[config.mk]
export PLATFORM = sky130hd
export DESIGN_NAME = l1_mmu_arbiter
export DESIGN_NICKNAME = d
export VERILOG_FILES = /design/src/rtl/l1_mmu_arbiter.sv
export SDC_FILE = /design/constraint.sdc
export NUM_CORES = 1
export LEC_CHECK = 0
export ABC_CLOCK_PERIOD_IN_PS = 3060
export CORE_AREA = 4 4 544 546
export CTS_CLUSTER_DIAMETER = 80
export DETAILED_ROUTE_END_ITERATION = 8
export DIE_AREA = 0 0 548 550
export SYNTH_ARGS = -nofsm -noshare
export SYNTH_HDL_FRONTEND = slang
export SYNTH_SLANG_ARGS = --single-unit
[constraint.sdc]
create_clock -name sys_clk -period 3.06 [get_ports sys_clk]
set_clock_uncertainty 0.1 [all_clocks]
set_input_delay 0.459 -clock sys_clk [delete_from_list [all_inputs] [get_ports sys_clk]]
set_output_delay 0.459 -clock sys_clk [all_outputs]
set_load 0.005 [all_outputs]
[src/rtl/l1_mmu_arbiter.sv]
// l1_mmu_arbiter: round-robin arbiter between L1I and L1D for the single
// shared l1mmu port. One request in flight at a time; the MMU-facing request
// is registered and held stable until mmu_done, then a one-cycle done pulse
// and the captured line are returned to the granted cache.
module l1_mmu_arbiter #(
  parameter int ADDR_W = 32,
  parameter int LINE_W = 256
) (
  input  logic              sys_clk,
  input  logic              rst,
  // L1 instruction cache
  input  logic              i_req_read,
  input  logic [ADDR_W-1:0] i_req_addr,
  output logic              i_done,
  output logic [LINE_W-1:0] i_read_data,
  // L1 data cache
  input  logic              d_req_read,
  input  logic              d_req_write,
  input  logic [ADDR_W-1:0] d_req_addr,
  input  logic [LINE_W-1:0] d_write_data,
  output logic              d_done,
  output logic [LINE_W-1:0] d_read_data,
  // shared l1mmu port
  output logic              mmu_req_read,
  output logic              mmu_req_write,
  output logic [ADDR_W-1:0] mmu_req_addr,
  output logic [LINE_W-1:0] mmu_write_data,
  input  logic              mmu_done,
  input  logic [LINE_W-1:0] mmu_read_data,
  // status
  output logic              grant_d
);

  typedef enum logic [1:0] {IDLE, BUSY_I, BUSY_D, DONE} state_t;

  state_t            state_q;
  logic              prio_d_q;
  logic              grant_d_q;
  logic              mmu_rd_q;
  logic              mmu_wr_q;
  logic [ADDR_W-1:0] addr_q;
  logic [LINE_W-1:0] wdata_q;
  logic [LINE_W-1:0] rdata_q;
  logic              i_done_q;
  logic              d_done_q;

  logic i_pend, d_pend, gnt_d_d;

  // Grant decision: a lone requester always wins; a tie goes to prio_d_q.
  always_comb begin
    i_pend  = i_req_read;
    d_pend  = d_req_read | d_req_write;
    gnt_d_d = d_pend & (~i_pend | prio_d_q);
  end

  // Arbiter FSM with all MMU-facing and cache-facing outputs registered.
  always_ff @(posedge sys_clk) begin
    if (rst) begin
      state_q   <= IDLE;
      prio_d_q  <= 1'b1;
      grant_d_q <= 1'b0;
      mmu_rd_q  <= 1'b0;
      mmu_wr_q  <= 1'b0;
      addr_q    <= '0;
      wdata_q   <= '0;
      rdata_q   <= '0;
      i_done_q  <= 1'b0;
      d_done_q  <= 1'b0;
    end else begin
      // done strobes are single-cycle by construction
      i_done_q <= 1'b0;
      d_done_q <= 1'b0;
      case (state_q)
        IDLE: begin
          if (i_pend | d_pend) begin
            grant_d_q <= gnt_d_d;
            // the loser of this grant gets priority on the next tie
            prio_d_q  <= ~gnt_d_d;
            if (gnt_d_d) begin
              // write-back wins over read if a cache ever drives both
              mmu_wr_q <= d_req_write;
              mmu_rd_q <= ~d_req_write;
              addr_q   <= d_req_addr;
              wdata_q  <= d_write_data;
              state_q  <= BUSY_D;
            end else begin
              mmu_wr_q <= 1'b0;
              mmu_rd_q <= 1'b1;
              addr_q   <= i_req_addr;
              wdata_q  <= '0;
              state_q  <= BUSY_I;
            end
          end
        end
        BUSY_I, BUSY_D: begin
          // request registers are frozen; only mmu_done is observed
          if (mmu_done) begin
            rdata_q  <= mmu_read_data;
            mmu_rd_q <= 1'b0;
            mmu_wr_q <= 1'b0;
            i_done_q <= (state_q == BUSY_I);
            d_done_q <= (state_q == BUSY_D);
            state_q  <= DONE;
          end
        end
        DONE: begin
          // requester drops its level request on this edge
          state_q <= IDLE;
        end
        default: state_q <= IDLE;
      endcase
    end
  end

  assign i_done         = i_done_q;
  assign d_done         = d_done_q;
  assign i_read_data    = rdata_q;
  assign d_read_data    = rdata_q;
  assign mmu_req_read   = mmu_rd_q;
  assign mmu_req_write  = mmu_wr_q;
  assign mmu_req_addr   = addr_q;
  assign mmu_write_data = wdata_q;
  assign grant_d        = grant_d_q;

endmodule

## Word-level counts from Yosys, hierarchy flattened

Index checks and enable logic that the tools add are counted.

- Add/sub/neg operators: 0
- Multiply operators: 0
- Divide/modulo/power cells: 0
- $lt $le $gt $ge: 0
- Eq/ne operators: 5
- Shifts and indexed selects: 0
- Multiplexer cells: 13
- Bitwise gates (word level): 9
- Reductions and logical operators: 8

Operator list:

| operator | number |
|---|---|
| 2-to-1 mux 256 bit | 1 |
| 2-to-1 mux 32 bit | 1 |
| 2-to-1 mux 2 bit | 3 |
| case mux 2 bit (3 select lines) | 1 |
| AND reduction 2 bit | 3 |
| 2-to-1 mux 1 bit | 5 |
| NOT 1 bit | 5 |
| equality test 2 bit (second input constant) | 2 |
| != test 2 bit (second input constant) | 2 |
| case mux 1 bit (2 select lines) | 2 |
| bitwise OR 1 bit | 3 |
| AND reduction 3 bit | 1 |
| OR reduction 3 bit | 1 |
| equality test 2 x 1 -> 1 bit (second input constant) | 1 |
| logical NOT 2 bit | 1 |
| nonzero test 2 bit | 1 |
| OR reduction 2 bit | 1 |
| AND 1 bit | 1 |

- Register bits: 552
- Latch bits: 0
- Bits in writable memories: 0
- Memory bits (read-only): 0
- Bits of input ports: 582
- Output and inout port bits: 805
- Logic and storage cells: 45
- Memories kept: 0

## Depth between registers and ports, before layout

- Depth in word-level cells: 6
- Gate-level depth with buffers: 9

## Worst setup path before layout

OpenSTA, ideal clock, no wires.

- Path type: reg-to-reg
- Start point: register state_q[0]
- End point: register rdata_q[227], in the netlist d_read_data[227]
- Library setup time: 0.070 ns
- Arrival time: 1.601 ns
- Required time: 2.890 ns
- Slack: 1.288 ns
- Cell stages (with the launch flop): 9
- Buffers on the path: 3
- Period minus slack after synthesis: 1.772 ns
- Cell sequence: dfxtp_1 inv_1 ha_1 buf_2 nand2_1 buf_2 clkbuf_1 nand2_1 a21oi_1

- Longest elaborated chain between the ends: 3
- Elaborated cells between the ends (all ways): 4
- Those cells by class: eq/ne (2); reduce/logical (2)

RTL lines:

| element | RTL line | text |
|---|---|---|
| start, declared | 36 | `state_t state_q;` |
| start signal, assigned | 59 | `state_q <= IDLE;` |
| start signal, assigned | 85 | `state_q <= BUSY_D;` |
| start signal, assigned | 91 | `state_q <= BUSY_I;` |
| equality test 2 x 1 -> 1 bit or equality test 2 bit (tied branches) | 73 | `case (state_q)` |
| OR reduction 2 bit * | 73 |  |
| AND reduction 2 bit (no line) * | - |  |
| end signal, assigned | 98 | `rdata_q <= mmu_read_data;` |
| end, declared | 43 | `logic [LINE_W-1:0] rdata_q;` |

Every way passes the cells marked *; elsewhere a longest branch is shown, timed or not.
A chain may end at the register's enable or synchronous reset.

## Final worst setup path

- Start point: register rdata_q[5], in the netlist d_read_data[5]
- End point: output port i_read_data[5]

RTL lines:

| element | RTL line | text |
|---|---|---|
| end, declared | 15 | `output logic [LINE_W-1:0] i_read_data,` |

No word-level cell between the ends.

==> metrics.yaml <==
synth-seq-cells: 552
utilization_pct: 14.44
drv_slew: 0
overflow: 0
first_global_vias: 23905
port_buffers: 1386
avgSynthCellArea_um2: 8.007
worst_ep_required_time_ps: 2500
period_share_pct: 85.44
drive_above_1_share_pct: 6.634
drc: 0
tightestPinTransition_ps: 666.7
p_leak_nw: 13.59
synthMuxAreaShare_pct: 0.09032
p_per_area_nw_per_um2: 804.9
clk_latency_ps: 790
slew_headroom_pct: 55.42
drtIter0Drc: 1678
yosys.area_share.simple_pct: 22.96
crit_type: "flip-flop to primary output"
status: "finished clean"
place.gp.congestion: 0.9135
cts-root-buf: "clkbuf_16"
die_h_um: 550
cts_buffer_depth: 4
rows: 198
synth_fp_nets: 3354
synthXorXnorAreaFrac_pct: 0
synth_top_family_by_area: "simple AND/OR/NAND/NOR gates"
fin_setup_tns_ps: 0
ir_drop_mv: 0.5700
hpwl_um: 164200
syn2layout_area_growth_pct: 89.30
period_minus_slack_ps: 2614
hold_violations: 0
track_usage_pct: 12.03
routedWlPerCell_um: 24.50
dr.pass1.iters: 5
pin_count: 1387
cp.buffers_inverters: 1
fp.dieW_um: 548
endpoint_kind: "primary output"
cp_cell_sequence: "clkdlybuf4s50_1"
dieArea_um2: 301400
setup_viol: 0
cpLargestDelayFamily: "buffers and inverters"
path_max_fanout: 3
start_util_pct: 7.627
antenna_found_initial: 139
synthAdderAreaFrac_pct: 0.2258
antenna_left: 0
netlist_instances: 2768
core_area_um2: 290600
critPathMaxStageDelay_ps: 850
hp-class: "primary input to flip-flop"
worst_path_max_delay_cell: "clkdlybuf4s50_1"
grt_max_degree: 83
grt_pass1_wl_um: 241100
path_clk_slew_ps: 60
fmax_mhz: 382.5
h-tree-depth: 3
cts_setup_buffers: 0
cts_made_buffers: 77
synth-compound-area-share_pct: 12.94
rsz0062_at_grt: "false"
crit_arrival_ps: 2060
start_kind: "flip-flop"
ys_seq_area_share_pct: 49.86
cts_tree: "yes"
nNetsFinal: 4438
routed_wl_um: 192500
via_per_inst: 3.192
netlist_area_um2: 22160
cap_violations: 0
ys_types: 28
vias: 25080
yosys_warnings: 0
cts_sinks: 552
area by class of cell:
cell class | instances | area, um^2
fill | 33148 | 248600
tap | 3900 | 4880
antenna | 53 | 132.6
inverter | 3 | 11.26
clock buffer | 105 | 2153
timing repair buffer | 1521 | 15290
clock inverter | 26 | 357.8
multi-input combinational | 1697 | 8080
sequential | 552 | 11050
layer usage:
layer | GRT usage (%) | wire length [um] | part of all wire (%) | vias to the layer above
met3 | 9.104 | 33470 | 17 | 408
met2 | 18.45 | 83060 | 43 | 1497
li1 | - | - | - | 11415
met1 | 12.15 | 66150 | 34 | 11706
met5 | 0 | 356 | 0.18 | -
met4 | 5.389 | 9454 | 4.9 | 54
metrics by stage:
step	cell area [um^2]	std cells	power, mW	hold WS (ps)	setup slack [ps]
floorplan	22160	2768	15.60	348.3	1288
global placement	39300	7672	24.81	337.2	530.6
detailed placement	39300	7672	24.81	342.5	550.0
CTS	41820	7804	34.39	41.26	142.3
global route	41910	7839	35.69	69.72	260.4
finish	41960	7857	33.77	121.6	445.6
path summary, 6_finish.rpt:
check	from	endpoint	slack (ps)	cells past startpoint
setup / recovery	d_read_data[5]	i_read_data[5]	450	1
hold / removal	mmu_read_data[247]	d_read_data[247]	120	3
setup reg to reg	state_q[0]	d_read_data[126]	890	7
hold reg to reg	mmu_write_data[127]	mmu_write_data[127]	350	2
synthesized netlist by cell type:
master / instances / share of area (%)
a31oi_1: 32 / 0.90
nand2_1: 801 / 14
o21ai_0: 4 / 0.090
a311oi_1: 1 / 0.040
clkbuf_1: 101 / 1.7
nor2_1: 1 / 0.017
buf_2: 141 / 3.2
o21ai_1: 1 / 0.023
o31ai_2: 1 / 0.056
buf_4: 256 / 8.7
a21boi_0: 1 / 0.034
mux2i_1: 2 / 0.090
inv_1: 3 / 0.051
dfxtp_1: 552 / 50
nor2b_1: 1 / 0.028
a32oi_1: 2 / 0.079
ha_1: 4 / 0.23
a21oi_1: 515 / 12
a311o_1: 1 / 0.045
nand4_1: 320 / 9.0
nand2b_1: 1 / 0.028
buf_1: 18 / 0.30
a211o_1: 1 / 0.040
nand4b_1: 1 / 0.040
and2_1: 1 / 0.028
nor3b_1: 3 / 0.10
or2_1: 2 / 0.056
nor4b_2: 1 / 0.068
cell families (layout without fill, tap and decap cells):
| family | after synthesis | in the layout |
|---|---|---|
| flip-flops | 552 | 552 |
| multiplexers | 2 | 2 |
| AO/OA/AOI/OAI | 559 | 559 |
| other | 0 | 53 |
| buffers and inverters | 519 | 1655 |
| AND/OR/NAND/NOR | 1132 | 1132 |
| adder cells (fa/ha/maj) | 4 | 4 |
layout by cell type, fill, tap and decap left out, types with 2 or more instances in the layout:
cell type | Yosys | routed
nor3b_1 | 3 | 3
buf_4 | 256 | 104
clkbuf_8 | 0 | 10
nand4_1 | 320 | 320
a32oi_1 | 2 | 2
ha_1 | 4 | 3
o21ai_0 | 4 | 4
inv_6 | 0 | 8
buf_12 | 0 | 32
clkbuf_16 | 0 | 78
dfxtp_1 | 552 | 552
diode_2 | 0 | 53
a21oi_1 | 515 | 515
inv_1 | 3 | 3
clkinvlp_4 | 0 | 2
clkinv_2 | 0 | 7
clkbuf_1 | 101 | 17
nand2_1 | 801 | 800
clkdlybuf4s50_1 | 0 | 1383
bufinv_16 | 0 | 7
a31oi_1 | 32 | 32
mux2i_1 | 2 | 2
flip-flops by register name, indices dropped and copies added, names as in the netlist:
| register | count |
|---|---|
| d_done | 1 |
| d_read_data | 256 |
| grant_d | 1 |
| i_done | 1 |
| mmu_req_addr | 32 |
| mmu_req_read | 1 |
| mmu_req_write | 1 |
| mmu_write_data | 256 |
| prio_d_q | 1 |
| state_q | 2 |
power breakdown:
group	internal [mW]	total, mW	leakage, nW	switching (mW)
clock	5.52	9.23	1.23	3.71
sequential	8.95	10.5	4.52	1.51
combinational	6.72	14.1	7.84	7.36
timing repair:
item,CTS,global route
gates resized for setup,0,0
hold buffers,1,0
endpoints found under the hold margin,19,0
(Power assumes the default switching activity.)
